==> src/rtl/seq_multiplier.sv <==
// seq_multiplier: iterative radix-2 shift-add multiplier for MUL/MULH/MULHSU/MULHU
module seq_multiplier #(
  parameter int XLEN = 32
) (
  input  logic            clk_i,
  input  logic            rst_ni,
  input  logic            start_i,
  input  logic [1:0]      op_i,
  input  logic [XLEN-1:0] a_i,
  input  logic [XLEN-1:0] b_i,
  input  logic            flush_i,
  output logic            busy_o,
  output logic            done_o,
  output logic [XLEN-1:0] result_o
);
  localparam int CW = $clog2(XLEN + 1);
  localparam logic [1:0] OP_MUL = 2'b00;
  localparam logic [1:0] OP_MULH = 2'b01;
  localparam logic [1:0] OP_MULHSU = 2'b10;
  typedef enum logic [1:0] {IDLE, CALC, FIX, DONE} state_t;
  state_t state, state_nxt;
  logic [1:0] op;
  logic [XLEN-1:0] mcand, mplier, result;
  logic [2*XLEN-1:0] acc, acc_fix;
  logic [CW-1:0] cnt;
  logic neg, accept, neg_a, neg_b;
  logic [XLEN-1:0] mag_a, mag_b;
  logic [XLEN:0] sum;
  // operand conditioning, one shift-add step and final sign fix-up
  always_comb begin
    accept = (state == IDLE || state == DONE) && start_i;
    neg_a = (op_i == OP_MULH || op_i == OP_MULHSU) && a_i[XLEN-1];
    neg_b = (op_i == OP_MULH) && b_i[XLEN-1];
    mag_a = neg_a ? -a_i : a_i;
    mag_b = neg_b ? -b_i : b_i;
    sum = {1'b0, acc[2*XLEN-1:XLEN]} + {1'b0, mplier[0] ? mcand : {XLEN{1'b0}}};
    acc_fix = neg ? -acc : acc;
  end
  // state register
  always_ff @(posedge clk_i or negedge rst_ni) begin
    if (!rst_ni) state <= IDLE;
    else state <= state_nxt;
  end
  // next-state logic; flush only matters while an operation is in flight
  always_comb begin
    state_nxt = state;
    unique case (state)
      IDLE: state_nxt = start_i ? CALC : IDLE;
      CALC: state_nxt = flush_i ? IDLE : (cnt == CW'(1) ? FIX : CALC);
      FIX:  state_nxt = flush_i ? IDLE : DONE;
      DONE: state_nxt = start_i ? CALC : IDLE;
    endcase
  end
  // outputs decoded from registered state only
  always_comb begin
    busy_o = state == CALC || state == FIX;
    done_o = state == DONE;
    result_o = result;
  end
  // datapath: latch magnitudes on accept, shift-add in CALC, negate and publish in FIX
  always_ff @(posedge clk_i or negedge rst_ni) begin
    if (!rst_ni) begin
      op <= OP_MUL;
      mcand <= '0;
      mplier <= '0;
      acc <= '0;
      neg <= 1'b0;
      cnt <= '0;
      result <= '0;
    end else if (accept) begin
      op <= op_i;
      mcand <= mag_a;
      mplier <= mag_b;
      neg <= neg_a ^ neg_b;
      acc <= '0;
      cnt <= CW'(XLEN);
    end else if (state == CALC) begin
      acc <= {sum, acc[XLEN-1:1]};
      mplier <= mplier >> 1;
      cnt <= cnt - CW'(1);
    end else if (state == FIX) begin
      acc <= acc_fix;
      if (!flush_i) result <= op == OP_MUL ? acc_fix[XLEN-1:0] : acc_fix[2*XLEN-1:XLEN];
    end
  end
endmodule

==> config.mk <==
export PLATFORM = sky130hd
export DESIGN_NAME = seq_multiplier
export DESIGN_NICKNAME = d
export VERILOG_FILES = /design/src/rtl/seq_multiplier.sv
export SDC_FILE = /design/constraint.sdc
export NUM_CORES = 1
export LEC_CHECK = 0
export ABC_AREA = 1
export BUFFER_PORTS_ARGS = -buffer_cell sky130_fd_sc_hd__buf_2
export CELL_PAD_IN_SITES_DETAIL_PLACEMENT = 1
export CELL_PAD_IN_SITES_GLOBAL_PLACEMENT = 1
export CORE_MARGIN = 2
export CORE_UTILIZATION = 39
export DETAILED_ROUTE_END_ITERATION = 8
export GPL_ROUTABILITY_DRIVEN = 0
export PLACE_DENSITY_LB_ADDON = 0.2
export SYNTH_ARGS = -nofsm -noshare
export SYNTH_HDL_FRONTEND = slang
export SYNTH_SLANG_ARGS = --single-unit
==> constraint.sdc <==
create_clock -name clk_i -period 2.4 [get_ports clk_i]
set_clock_uncertainty 0.1 [all_clocks]
set_input_delay 0.24 -clock clk_i [delete_from_list [all_inputs] [get_ports clk_i]]
set_output_delay 0.24 -clock clk_i [all_outputs]
set_load 0.05 [all_outputs]
==> After elaboration in Yosys (flattened, before gate mapping) <==
Index checks and enable logic that the tools add are counted.
{ "word_totals": {"mem_bits_ro": 0, "ff_bits": 171, "ram_bits": 0, "in_bits": 70, "wordCells": 52, "latch_bits": 0, "memories": 0, "output_inout_bits": 34} }
{ "classes": {"div_mod_pow": 0, "n_reduce_logical": 12, "magnitude_cmp": 0, "n_bitwise": 4, "addsub": 5, "mux": 17, "mul": 0, "n_eq_ne": 6, "shift": 0} }
{ "ops": {"columns": ["cell", "n"], "rows": [
  ["$mux W64", 4],
  ["$mux W32", 6],
  ["$neg A32 Y32", 2],
  ["$neg A64 Y64", 1],
  ["$add A32 B32 Y33", 1],
  ["$mux W6", 2],
  ["$eq A2 B2 Y1 const B", 3],
  ["$eq A6 B1 Y1 const B", 1],
  ["$mux W2", 3],
  ["$pmux W2 S3", 1],
  ["$sub A6 B1 Y6 const B", 1],
  ["$eq A2 B1 Y1 const B", 2],
  ["$logic_not A2 Y1", 2],
  ["$reduce_and A4 Y1", 1],
  ["$logic_and A1 B1 Y1", 3],
  ["$logic_or A1 B1 Y1", 3],
  ["$not A1 Y1", 3],
  ["$reduce_bool A3 Y1", 1],
  ["$reduce_bool A2 Y1", 1],
  ["$reduce_or A2 Y1", 1],
  ["$mux W1", 1],
  ["$xor A1 B1 Y1", 1]
]} }

==> Longest topological paths before layout <==
{ "depth": {"depth_word": 5, "mapped_depth": 19, "mapped_depth_nobuf": 17} }

==> Least setup slack after synthesis <==
No wires, ideal clock.
{ "synth_path": {"path_type": "flip-flop to flip-flop", "startpoint": "register mplier[0]", "endpoint": "register acc[47]", "arrival_ns": 2.248, "stages_incl_launch_ff": 18, "required_ns": 2.183, "slack_ns": -0.066, "synth_period_minus_slack_ns": 2.466, "setup_time_ns": 0.117, "path_cell_list": "dfrtp_1 > clkbuf_1 > clkbuf_1 > nand2_1 > inv_1 > ha_1 > inv_1 > fa_1 > inv_1 > nand3_1 > nand3_1 > nand2_1 > nand2_1 > inv_1 > o211ai_1 > nand3_1 > nand3_1 > nand2_1"} }
{ "synth_via": {"elab_chain_len": 4} }
{ "synth_lines": {"columns": ["item", "line", "text"], "rows": [
  ["from (decl)", "23", "logic [XLEN-1:0] mcand, mplier, result;"],
  ["from (signal assigned)", "73", "mplier <= mag_b;"],
  ["from (signal assigned)", "79", "mplier <= mplier >> 1;"],
  ["$mux W32", "36", "sum = {1'b0, acc[2*XLEN-1:XLEN]} + {1'b0, mplier[0] ? mcand : {XLEN{1'b0}}};"],
  ["$add A32 B32 Y33", "36", null],
  ["$mux W64", "77", "end else if (state == CALC) begin"],
  ["$mux W64", "70", "end else if (accept) begin"],
  ["to (signal assigned)", "78", "acc <= {sum, acc[XLEN-1:1]};"],
  ["to (signal assigned)", "82", "acc <= acc_fix;"],
  ["to (decl)", "24", "logic [2*XLEN-1:0] acc, acc_fix;"]
]} }
No other way between the ends.
A chain may end at the register's enable or synchronous reset.

==> Worst setup path in the final report <==
{ "layout_path": {"startpoint": "register mplier[0]", "endpoint": "register acc[54]"} }
Same word-level chain as after synthesis.

==> impl_results.md <==
* Status: complete, but fails checks
* Violated checks: setup timing
* Layout cells sized above 1 at 0.205
* Die span in x at 197 um
* Reg-to-reg startpoint: mplier[0]
* R2r worst-path depth at 15
* Die area at 38700 um^2
* Area share of and/or/nand/nor cells after synthesis at 0.416
* Maximum VDD drop at 650 uV
* Unique cell type count in the Yosys netlist at 47
* CP Launch Type: flop
* CTS sink count at 171
* Initial Utilization at 0.395
* Sequential share of the synthesized area at 0.296
* GRT overflow at 0
* Avg WL per Cell at 19.6 um
* Crit-path max FO at 8
* Max_slew headroom at 0.563
* CTS Buf Count at 17
* Synth Area in Compound Gates at 0.103
* Routed vias at 16600
* Clk Latency, worst-skew pair at 470 ps
* Crit path cell chain: clkbuf_16, nand2_1, inv_2, ha_4, nand2_2, inv_2, nand2_1, nand2_1, nand2_1, nand2_2, nand2_1, nand4_1, nand3_1, nand3_2, nand2_1
* DRT iter0 DRCs at 935
* Crit path depth at 15
* # setup viols final at 12
* Synthesized cell area at 14500 um^2
* Hold crit path type: in -> reg
* Htree depth at 4
* Main combinational cell family by area after synthesis: simple AND/OR/NAND/NOR gates
* Setup Total Neg Slack at -706 ps
* Average cell area after synthesis at 6.05 um^2
* R2r endpoint: acc[54]
* Leak at 9.50 nW
* Buffers on Ports at 103
* Drt drc at 0
* Post-synthesis mux area share at 0
* Largest net degree at the start of global routing at 65
* Inserted Diodes at 0
* Worst path required time at 2660 ps
* Crit path arrival time at 2780 ps
* Post-Synth XOR/XNOR Area at 0.0368
* Main synth FF type: dfrtp_1
* Post-synth EDFFs at 0
* Buf+Inv Stages, Crit Path at 3
* Gr usage total at 0.291
* Post-Synthesis Net Count at 2505
* Vias in the first global route at 16800
* Max Clk Rate at 0.397 GHz
* DRT Pass-1 Iters at 5
* First-pass GRT wire length at 88.9 mm
* Most frequent cells in the layout: 718 x nand2_1, 307 x inv_1, 243 x nand3_1
* Final period utilization at 1.05
* Critical Path Max Stage Delay at 520 ps
* Hold Vio Cnt, Final at 0
* Critical Path End: acc[54]
* Critical Path Sink Type: flop
* Delay-heaviest family, CP: simple AND/OR/NAND/NOR gates
* Post-route setup slack at -122 ps
* WHS at 13.4 ps
* YS warnings at 0
* Post-DP Area at 16100 um^2
* Final Instance Area at 18300 um^2
* Area share of fa/ha/maj cells after synthesis at 0.0368
* PD cells at 1420 nW/um^2
* Worst-path clk slew at 80 ps
* Drt total wl at 59.9 mm
* Most common cell after layout, fill and taps aside: nand2_1
* Post-route ant nets at 0
* Register bit total from synthesis at 171
* Vias/cell at 5.43
* Most Frequent Cell on Critical Path: nand2_1
* Die H at 197 um
* Max clock buf depth at 2
* P&R area growth vs syn at 26.3%
* Fin nets at 2683
* Root Buffer: clkbuf_16
* Tmin final at 2520 ps
* Reg area at 4280 um^2
* Max Cap Viol at 0
* I/O Pins at 104
* CP max stage cell: dfrtp_2
* Multi-input gate area in the final layout at 9720 um^2
* Core Area at 36600 um^2
* Worst setup path startpoint: mplier[0]
* CP Class: reg -> reg
* TritonCTS clock tree: yes
* RSZ-0062 raised after global routing: true
* Antenna violations before repair at 1
* Ys async rst share at 1.00
* Slew @ Worst Pin at 655 ps
* Final Slew Violations at 0
* Reg2reg setup slack at -120 ps
* Post-Synthesis Cells at 2393
* Final-layout fill cell count at 4892
* DP HPWL at 42.9 mm
* Num rows at 70
## sequential cells by signal (all words and copies together) (netlist names)
signal / flops
mcand: 32
cnt: 6
result_o: 32
op: 2
neg: 1
mplier: 32
acc: 64
state: 2
## worst reg2reg max path: stages, from the launching register on
cell and delay (ps):
dfrtp_2 520, clkbuf_16 210, nand2_1 100, inv_2 60, ha_4 300, nand2_2 80
inv_2 100, nand2_1 80, nand2_1 100, nand2_1 90, nand2_2 100, nand2_1 80
nand4_1 140, nand3_1 190, nand3_2 120, nand2_1 60
## cells by family (layout without fill, tap and decap cells)
| family | count (synthesis) | count (layout) |
|---|---|---|
| adders and majority gates | 42 | 42 |
| DFF | 171 | 171 |
| AOI/OAI and AO/OA | 276 | 276 |
| buffers and inverters | 424 | 615 |
| and+or+nand+nor | 1420 | 1420 |
| xor gates and xnor gates | 60 | 60 |
## per-layer routing
metal / vias up / wire length (um) / track usage / part of all wire
li1: 7921 / - / - / -
met1: 8147 / 26000 / 0.379 / 0.43
met2: 419 / 29800 / 0.505 / 0.50
met3: 98 / 2680 / 0.0378 / 0.045
met4: 0 / 1400 / 0.0858 / 0.023
met5: - / 0 / 0 / 0
## cell usage after synthesis (24+ instances only)
library cell  instances  area share
nand2_1             801        0.21
inv_1               338       0.088
nand3_1             266       0.092
nor2_1              241       0.063
dfrtp_1             171        0.30
o21ai_0             154       0.053
a21oi_1              54       0.019
xor2_1               52       0.031
clkbuf_1             48       0.012
ha_1                 41       0.035
nand4_1              32       0.014
o21ai_1              24      0.0083
## worst min path at each step
stage | start | to | slack, ps | cells past startpoint
after global routing | a_i[19] | mcand[19] | 30 | 3
after floorplan | rst_ni | acc[0] | -160 | 0
final | a_i[19] | mcand[19] | 10 | 3
after detailed placement | rst_ni | result_o[16] | 190 | 1
after CTS | a_i[19] | mcand[19] | 2 | 3
after global placement | rst_ni | result_o[15] | 190 | 1
## area by class of cell
class | instances | share of cell area
tap | 468 | 0.0320
clock buffer | 17 | 0.0233
multi-input combinational | 1798 | 0.532
clock inverter | 15 | 0.0115
timing repair buffer | 235 | 0.0956
sequential | 171 | 0.234
inverter | 348 | 0.0717
## metrics by stage
step | setup slack, ps | utilization | power (W) | std cells
2_1_floorplan | 25.9 | - | 0.0141 | 2393
3_3_place_gp | -82.6 | 0.440 | 0.0190 | 2986
3_5_place_dp | -107 | 0.440 | 0.0196 | 2986
4_1_cts | 3.59 | 0.466 | 0.0231 | 3037
5_1_grt | -240 | 0.499 | 0.0278 | 3052
6_report | -122 | 0.499 | 0.0259 | 3052
## report_power, final
part / switching [W] / internal, W / leakage, nW / total [W]
clock network: 0.00140 / 0.00177 / 0.311 / 0.00317
logic: 0.0113 / 0.00607 / 7.06 / 0.0174
registers: 0.00132 / 0.00408 / 2.13 / 0.00540
total: 0.0140 / 0.0119 / 9.50 / 0.0259
## timing repair
item                                    CTS  global route
setup buffers                             0            12
resized for setup                        29           262
pin swaps                                 2            56
endpoints found under the hold margin    80             0
hold buffers                             19             0
gates cloned                              0             3
endpoints found under the setup margin   15            41
Note: power is estimated with default switching activity, not from simulation.
